`config.mk`:
```
export PLATFORM = sky130hd
export DESIGN_NAME = dmac_burst_scheduler_flat
export DESIGN_NICKNAME = d
export VERILOG_FILES = /design/src/rtl/dmac_burst_scheduler_if.sv /design/src/rtl/dmac_burst_scheduler.sv /design/src/flat_wrapper.sv
export SDC_FILE = /design/constraint.sdc
export NUM_CORES = 1
export LEC_CHECK = 0
export BUFFER_PORTS_ARGS = -buffer_cell sky130_fd_sc_hd__buf_2
export CELL_PAD_IN_SITES_DETAIL_PLACEMENT = 1
export CELL_PAD_IN_SITES_GLOBAL_PLACEMENT = 1
export CORE_MARGIN = 5
export CORE_UTILIZATION = 35
export DETAILED_ROUTE_END_ITERATION = 6
export PLACE_DENSITY = 0.74
export SLEW_MARGIN = 10
export SYNTH_ARGS = -nofsm -noshare
export SYNTH_HDL_FRONTEND = slang
export SYNTH_SLANG_ARGS = --single-unit
```
`constraint.sdc`:
```
create_clock -name CLK -period 3.12 [get_ports CLK]
set_clock_uncertainty 0.2 [all_clocks]
set_input_delay 0.312 -clock CLK [delete_from_list [all_inputs] [get_ports CLK]]
set_output_delay 0.312 -clock CLK [all_outputs]
set_load 0.01 [all_outputs]
```
`src/rtl/dmac_burst_scheduler_if.sv`:
```
`default_nettype none
// ============================================================================
//  Module   : dmac_burst_scheduler_if
//  Brief    : Request and burst-command bus for the DMA burst scheduler.
//  Revision : 1.0 - initial release
// ============================================================================
interface dmac_burst_scheduler_if #(
  parameter int W_EXT_A = 32,
  parameter int W_SIZE  = 32,
  parameter int W_BLEN  = 9
);
  logic               req_valid;
  logic               req_ready;
  logic               req_read;
  logic               req_write;
  logic [W_EXT_A-1:0] req_addr;
  logic [W_SIZE-1:0]  req_word_size;
  logic [W_EXT_A-1:0] ext_addr;
  logic               ext_read_enable;
  logic               ext_write_enable;
  logic [W_BLEN-1:0]  ext_word_size;
  logic               ext_ready;
  logic               busy;
  logic               done;

  modport slave (
    input  req_valid, req_read, req_write, req_addr, req_word_size, ext_ready,
    output req_ready, ext_addr, ext_read_enable, ext_write_enable,
           ext_word_size, busy, done
  );

  modport master (
    output req_valid, req_read, req_write, req_addr, req_word_size, ext_ready,
    input  req_ready, ext_addr, ext_read_enable, ext_write_enable,
           ext_word_size, busy, done
  );
endinterface
`default_nettype wire

```
`src/rtl/dmac_burst_scheduler.sv`:
```
`default_nettype none
// ============================================================================
//  Module   : dmac_burst_scheduler
//  Brief    : Splits a word transfer into bursts limited by length and address
//             boundary. Optional DMAC_BURST_SCHEDULER_STATS_EN adds burst_count.
//  Revision : 1.0 - initial release
// ============================================================================
module dmac_burst_scheduler #(
  parameter int W_D           = 32,
  parameter int W_EXT_A       = 32,
  parameter int W_BOUNDARY_A  = 12,
  parameter int W_BLEN        = 9,
  parameter int MAX_BURST_LEN = 256,
  parameter int W_SIZE        = 32
) (
  input  logic                 CLK,
  input  logic                 RSTN,
  dmac_burst_scheduler_if.slave bus
`ifdef DMAC_BURST_SCHEDULER_STATS_EN
  ,
  output logic [15:0]          burst_count
`endif
);
  localparam int c_byte_sh  = $clog2(W_D / 8);
  localparam int c_w_room   = W_BOUNDARY_A + 1;
  localparam int c_w_calc_a = (W_SIZE > c_w_room) ? W_SIZE : c_w_room;
  localparam int c_w_calc   = (c_w_calc_a > W_BLEN) ? c_w_calc_a : W_BLEN;
  localparam logic [W_EXT_A-1:0] c_align_mask = W_EXT_A'((W_D / 8) - 1);

  typedef enum logic [1:0] {
    S_IDLE  = 2'd0,
    S_CALC  = 2'd1,
    S_ISSUE = 2'd2,
    S_FIN   = 2'd3
  } state_t;

  state_t              r_state, w_state_nxt;
  logic [W_EXT_A-1:0]  r_addr, w_addr_nxt;
  logic [W_SIZE-1:0]   r_remaining, w_remaining_nxt;
  logic                r_is_read, w_is_read_nxt;
  logic                r_req_ready, w_req_ready_nxt;
  logic                r_busy, w_busy_nxt;
  logic                r_done, w_done_nxt;
  logic                r_rd_en, w_rd_en_nxt;
  logic                r_wr_en, w_wr_en_nxt;
  logic [W_EXT_A-1:0]  r_ext_addr, w_ext_addr_nxt;
  logic [W_BLEN-1:0]   r_ext_len, w_ext_len_nxt;

  logic [c_w_room-1:0] w_room_bytes;
  logic [c_w_calc-1:0] w_room, w_rem, w_max, w_len;
  logic [W_SIZE-1:0]   w_rem_after;
  logic                w_handshake, w_accept;

  assign w_handshake = (r_state == S_IDLE) && r_req_ready && bus.req_valid;
  assign w_accept    = (r_state == S_ISSUE) && bus.ext_ready;

  // Burst length is the smallest of what is left, the burst cap and the
  // words remaining before the next boundary; all at a common wide width.
  assign w_room_bytes = {1'b1, {W_BOUNDARY_A{1'b0}}} - {1'b0, r_addr[W_BOUNDARY_A-1:0]};
  assign w_room       = c_w_calc'(w_room_bytes >> c_byte_sh);
  assign w_rem        = c_w_calc'(r_remaining);
  assign w_max        = c_w_calc'(MAX_BURST_LEN);
  assign w_rem_after  = r_remaining - W_SIZE'(r_ext_len);

  always_comb begin
    w_len = w_rem;
    if (w_max < w_len)  w_len = w_max;
    if (w_room < w_len) w_len = w_room;
  end

  always_comb begin
    w_state_nxt     = r_state;
    w_addr_nxt      = r_addr;
    w_remaining_nxt = r_remaining;
    w_is_read_nxt   = r_is_read;
    w_req_ready_nxt = r_req_ready;
    w_busy_nxt      = r_busy;
    w_done_nxt      = 1'b0;
    w_rd_en_nxt     = r_rd_en;
    w_wr_en_nxt     = r_wr_en;
    w_ext_addr_nxt  = r_ext_addr;
    w_ext_len_nxt   = r_ext_len;
    case (r_state)
      S_IDLE: begin
        w_req_ready_nxt = 1'b1;
        if (w_handshake) begin
          w_req_ready_nxt = 1'b0;
          w_busy_nxt      = 1'b1;
          w_addr_nxt      = bus.req_addr & ~c_align_mask;
          w_remaining_nxt = bus.req_word_size;
          w_is_read_nxt   = bus.req_read;
          if ((!bus.req_read && !bus.req_write) || (bus.req_word_size == '0)) begin
            w_state_nxt = S_FIN;
            w_done_nxt  = 1'b1;
          end else begin
            w_state_nxt = S_CALC;
          end
        end
      end
      S_CALC: begin
        w_ext_addr_nxt = r_addr;
        w_ext_len_nxt  = W_BLEN'(w_len);
        w_rd_en_nxt    = r_is_read;
        w_wr_en_nxt    = !r_is_read;
        w_state_nxt    = S_ISSUE;
      end
      S_ISSUE: begin
        if (bus.ext_ready) begin
          w_rd_en_nxt     = 1'b0;
          w_wr_en_nxt     = 1'b0;
          w_addr_nxt      = r_addr + (W_EXT_A'(r_ext_len) << c_byte_sh);
          w_remaining_nxt = w_rem_after;
          if (w_rem_after == '0) begin
            w_state_nxt = S_FIN;
            w_done_nxt  = 1'b1;
          end else begin
            w_state_nxt = S_CALC;
          end
        end
      end
      default: begin
        w_busy_nxt      = 1'b0;
        w_req_ready_nxt = 1'b1;
        w_state_nxt     = S_IDLE;
      end
    endcase
  end

  always_ff @(posedge CLK) begin
    if (!RSTN) begin
      r_state     <= S_IDLE;
      r_addr      <= '0;
      r_remaining <= '0;
      r_is_read   <= 1'b0;
      r_req_ready <= 1'b0;
      r_busy      <= 1'b0;
      r_done      <= 1'b0;
      r_rd_en     <= 1'b0;
      r_wr_en     <= 1'b0;
      r_ext_addr  <= '0;
      r_ext_len   <= '0;
    end else begin
      r_state     <= w_state_nxt;
      r_addr      <= w_addr_nxt;
      r_remaining <= w_remaining_nxt;
      r_is_read   <= w_is_read_nxt;
      r_req_ready <= w_req_ready_nxt;
      r_busy      <= w_busy_nxt;
      r_done      <= w_done_nxt;
      r_rd_en     <= w_rd_en_nxt;
      r_wr_en     <= w_wr_en_nxt;
      r_ext_addr  <= w_ext_addr_nxt;
      r_ext_len   <= w_ext_len_nxt;
    end
  end

  assign bus.req_ready        = r_req_ready;
  assign bus.busy             = r_busy;
  assign bus.done             = r_done;
  assign bus.ext_read_enable  = r_rd_en;
  assign bus.ext_write_enable = r_wr_en;
  assign bus.ext_addr         = r_ext_addr;
  assign bus.ext_word_size    = r_ext_len;

`ifdef DMAC_BURST_SCHEDULER_STATS_EN
  logic [15:0] r_burst_count;

  always_ff @(posedge CLK) begin
    if (!RSTN) begin
      r_burst_count <= '0;
    end else if (w_handshake) begin
      r_burst_count <= '0;
    end else if (w_accept && (r_burst_count != 16'hFFFF)) begin
      r_burst_count <= r_burst_count + 16'd1;
    end
  end

  assign burst_count = r_burst_count;
`endif

endmodule
`default_nettype wire
```
`src/flat_wrapper.sv`:
```
// flat-port wrapper written by rule: the top's interface ports become plain ports
module dmac_burst_scheduler_flat 
#(
  parameter int W_D           = 32,
  parameter int W_EXT_A       = 32,
  parameter int W_BOUNDARY_A  = 12,
  parameter int W_BLEN        = 9,
  parameter int MAX_BURST_LEN = 256,
  parameter int W_SIZE        = 32
)
  (CLK, RSTN, bus_req_valid, bus_req_read, bus_req_write, bus_req_addr, bus_req_word_size, bus_ext_ready, bus_req_ready, bus_ext_addr, bus_ext_read_enable, bus_ext_write_enable, bus_ext_word_size, bus_busy, bus_done);
  dmac_burst_scheduler_if #(.W_EXT_A(W_EXT_A), .W_SIZE(W_SIZE), .W_BLEN(W_BLEN)) bus_i ();
  input  logic CLK;
  input  logic RSTN;
  input wire logic [$bits(bus_i.req_valid)-1:0] bus_req_valid;
  input wire logic [$bits(bus_i.req_read)-1:0] bus_req_read;
  input wire logic [$bits(bus_i.req_write)-1:0] bus_req_write;
  input wire logic [$bits(bus_i.req_addr)-1:0] bus_req_addr;
  input wire logic [$bits(bus_i.req_word_size)-1:0] bus_req_word_size;
  input wire logic [$bits(bus_i.ext_ready)-1:0] bus_ext_ready;
  output wire logic [$bits(bus_i.req_ready)-1:0] bus_req_ready;
  output wire logic [$bits(bus_i.ext_addr)-1:0] bus_ext_addr;
  output wire logic [$bits(bus_i.ext_read_enable)-1:0] bus_ext_read_enable;
  output wire logic [$bits(bus_i.ext_write_enable)-1:0] bus_ext_write_enable;
  output wire logic [$bits(bus_i.ext_word_size)-1:0] bus_ext_word_size;
  output wire logic [$bits(bus_i.busy)-1:0] bus_busy;
  output wire logic [$bits(bus_i.done)-1:0] bus_done;
  assign bus_i.req_valid = bus_req_valid;
  assign bus_i.req_read = bus_req_read;
  assign bus_i.req_write = bus_req_write;
  assign bus_i.req_addr = bus_req_addr;
  assign bus_i.req_word_size = bus_req_word_size;
  assign bus_i.ext_ready = bus_ext_ready;
  assign bus_req_ready = bus_i.req_ready;
  assign bus_ext_addr = bus_i.ext_addr;
  assign bus_ext_read_enable = bus_i.ext_read_enable;
  assign bus_ext_write_enable = bus_i.ext_write_enable;
  assign bus_ext_word_size = bus_i.ext_word_size;
  assign bus_busy = bus_i.busy;
  assign bus_done = bus_i.done;
  dmac_burst_scheduler #(.W_D(W_D), .W_EXT_A(W_EXT_A), .W_BOUNDARY_A(W_BOUNDARY_A), .W_BLEN(W_BLEN), .MAX_BURST_LEN(MAX_BURST_LEN), .W_SIZE(W_SIZE)) u_core (.CLK(CLK), .RSTN(RSTN), .bus(bus_i));
endmodule
```
==> impl_results.md <==
* Status: finished with violations
* Failing checks: negative setup slack
* RSZ-0062 raised after global routing: true
* Final setup violation count at 9
* First-pass GRT wire length at 44000 um
* Tot GR Track Use at 22.5%
* CTS tree: done
* CP Max Fanout at 7
* Number of max-cap violations at 0
* Clock slew at reported path FFs at 0.08 ns
* Site row count at 52
* Port Buffer Count at around 110
* Storage cell area at 0.00219 sq mm
* Register area share after synthesis at a little under a third
* Ant diodes at 0
* Setup TNS at -1.08 ns
* Post-DRT Antenna Nets at 0
* Async S/R FF share, synth at 0%
* Critical path startpoint: u_core.r_remaining[5]$_SDFFE_PN0P_
* Root Driver: clkbuf_16
* Worst setup path class: flop to flop
* Die width at 154 um
* Layout fillers at roughly 2500
* P&R area growth vs syn at 34.2%
* Clk sink count at 109
* Wire per inst at 20.1 um
* Initial antenna violation count at 1
* Synthesized area per cell at about 7.9 sq um
* Startpoint types: flop
* Core Region at slightly above 0.02 sq mm
* Longest Clk Path Bufs at 2
* Vias at 7840
* Ys Warns at 0
* Die area at 0.0236 sq mm
* Final worst setup slack at -0.152 ns
* Least-Margin Pin Slew at 0.849 ns
* Most frequent cells in the layout: buf_4 (121), buf_2 (111), nor2_1 (110)
* Grt total ovfl at 0
* Initial drt markers at around 370
* Synth Register Bits at about 110
* Number of global-route vias before repair at 8351
* FF-to-FF Start: u_core.r_remaining[5]$_SDFFE_PN0P_
* Required time of the critical path at 3.19 ns
* CP arrival at approximately 3.4 ns
* Tcrit/Tclk final at 105%
* Post-placement cell count at 1356
* Clock latency at the later pin of the worst-skew pair at ~0.38 ns
* Hold Path Class: input port to flop
* Multi-input logic area at 0.00512 sq mm
* Max-slew violations at 0
* Worst slew margin at between 40% and 50%
* Number of synthesized flops with an enable pin at 0
* Synthesized area at 0.00722 sq mm
* Initial Utilization at between 30% and 40%
* Die Ht at roughly 150 um
* Most common cell after layout, fill and taps aside: buf_4
* Vias per inst at 5.68
* Drc violations at 0
* Yosys cell types at between 80 and 90
* Maximum clock frequency at 306 MHz
* Primary FF master, synth: dfxtp_1
* Final Net Count at approximately 1200
* Final WL at 27800 um
* Io pins at 116
* H-tree Lvls at 3
* Syn Inst Count at 909
* Hold path startpoint: bus_req_addr[6]
* Pre-Repair DR Iteration Count at 5
* Fin. Hold Viols at 0
* CTS Buf Count at 9
* Finished Layout Cells at 1381
* Final GP Congestion at 0.838
* Share of layout cells above drive strength 1 at between 30% and 40%
* Largest net degree at the start of global routing at between 70 and 80
* Minimum clock period at 3.27 ns
* DPL Wire Length at 19600 um
* CP endpoint kind: flop
[synth_stat cells, drive strengths merged, types with 4 or more instances]
cell type / number / area [sq um]
nor2: 114 / 433
dfxtp: 109 / 2180
nand2: 73 / 277
a21oi: 71 / 355
o21ai: 56 / 280
clkbuf: 40 / 153
mux2i: 40 / 400
ha: 34 / 425
inv: 34 / 128
a211oi: 26 / 220
nand3: 24 / 120
nor4: 19 / 146
nor3: 18 / 106
xnor2: 17 / 149
buf: 16 / 91.3
o221a: 15 / 169
o22ai: 15 / 108
nor2b: 13 / 81.3
a31oi: 11 / 68.8
nand4: 11 / 75.1
and3: 10 / 63.8
a21o: 8 / 61.3
a221oi: 8 / 70.1
and2: 8 / 50.1
nand2b: 7 / 43.8
o21a: 7 / 52.6
a41oi: 6 / 52.6
o31ai: 6 / 45.0
or4: 6 / 48.8
nand3b: 5 / 37.5
nor3b: 5 / 37.5
xor2: 5 / 43.8
a211o: 4 / 35.0
and4: 4 / 36.3
o211ai: 4 / 30.0
o311ai: 4 / 35.0
o31a: 4 / 35.0
or2: 4 / 25.0
[worst max-delay path: stages, from the launching register on]
cell and delay [ns]:
dfxtp_1 0.34, nor4_1 0.37, nand2_1 0.21, a211oi_4 0.34, buf_6 0.22, nand2_4 0.08, ha_4 0.28, nand3_2 0.08
a31oi_1 0.17, a211o_1 0.16, and2_4 0.17, o22ai_4 0.08, buf_12 0.16, a221oi_2 0.29
[flip-flops by register name, indices dropped and copies added, names as in the netlist]
name                         flops
u_core.r_addr                   30
u_core.bus.ext_write_enable      1
u_core.bus.busy                  1
u_core.bus.req_ready             1
u_core.r_is_read                 1
u_core.bus.ext_read_enable       1
u_core.bus.done                  1
u_core.bus.ext_word_size         9
u_core.r_state                   2
u_core.bus.ext_addr             30
u_core.r_remaining              32
[stage by stage]
step                      hold WS [ns]  setup slack [ns]  util, %  cell area, sq um
after floorplan                  0.256            0.0417        -              7240
after global placement           0.273           -0.0384     43.6              8860
after detailed placement         0.280            -0.163     43.6              8860
after CTS                      0.00599           -0.0780     46.5              9430
after global routing            0.0254            -0.262     47.8              9700
final                          0.00951            -0.152     47.8              9700
[layout make-up]
class                           instances  share of cell area (%)
Clock buffer                            9                    2.32
Clock inverter                          7                   0.968
Inverter                               35                    1.35
Multi-Input combinational cell        711                    52.8
Sequential cell                       109                    22.6
Tap cell                              270                    3.48
Timing Repair Buffer                  240                    16.5
[logic make-up (layout without fill, tap and decap cells)]
kind of cell | Yosys count | in the layout | synth area share (%)
other | 2 | 4 | 0.104
xor gates and xnor gates | 22 | 22 | 2.67
adders and majority gates | 36 | 36 | 6.44
DFF | 109 | 109 | 30.2
AOI/OAI and AO/OA | 275 | 275 | 26.3
and+or+nand+nor | 332 | 332 | 23.2
buffers and inverters | 91 | 291 | 5.20
muxes | 42 | 42 | 5.85
[what timing repair did]
item | in CTS | in global routing
endpoints found under the hold margin | 1 | 0
resized for setup | 33 | 49
setup endpoints to repair | 20 | 25
pin swaps | 13 | 24
buffers inserted | 5 | 6
cloned | 0 | 0
hold buffers | 1 | 0
[layer usage]
layer,vias to the layer above,global-route usage (%),part of all wire [%]
met1,3832,27.6,43
met4,2,9.88,3.6
met5,-,0,0.047
met2,181,39.0,50
met3,67,3.51,3.6
li1,3758,-,-
[path summary, 6_finish.rpt]
check	end	slack, ns	depth (start not counted)
max	u_core.bus.ext_word_size[7]$_SDFFE_PN0P_	-0.15	13
min reg2reg	u_core.bus.ext_addr[6]$_SDFFE_PN0P_	0.30	2
min	u_core.r_addr[6]$_SDFFE_PN0P_	0.01	3
max reg2reg	u_core.bus.ext_word_size[7]$_SDFFE_PN0P_	-0.15	13
Power is not shown: default switching activity piles up to over one toggle a cycle in this logic, so the estimate is an artifact.
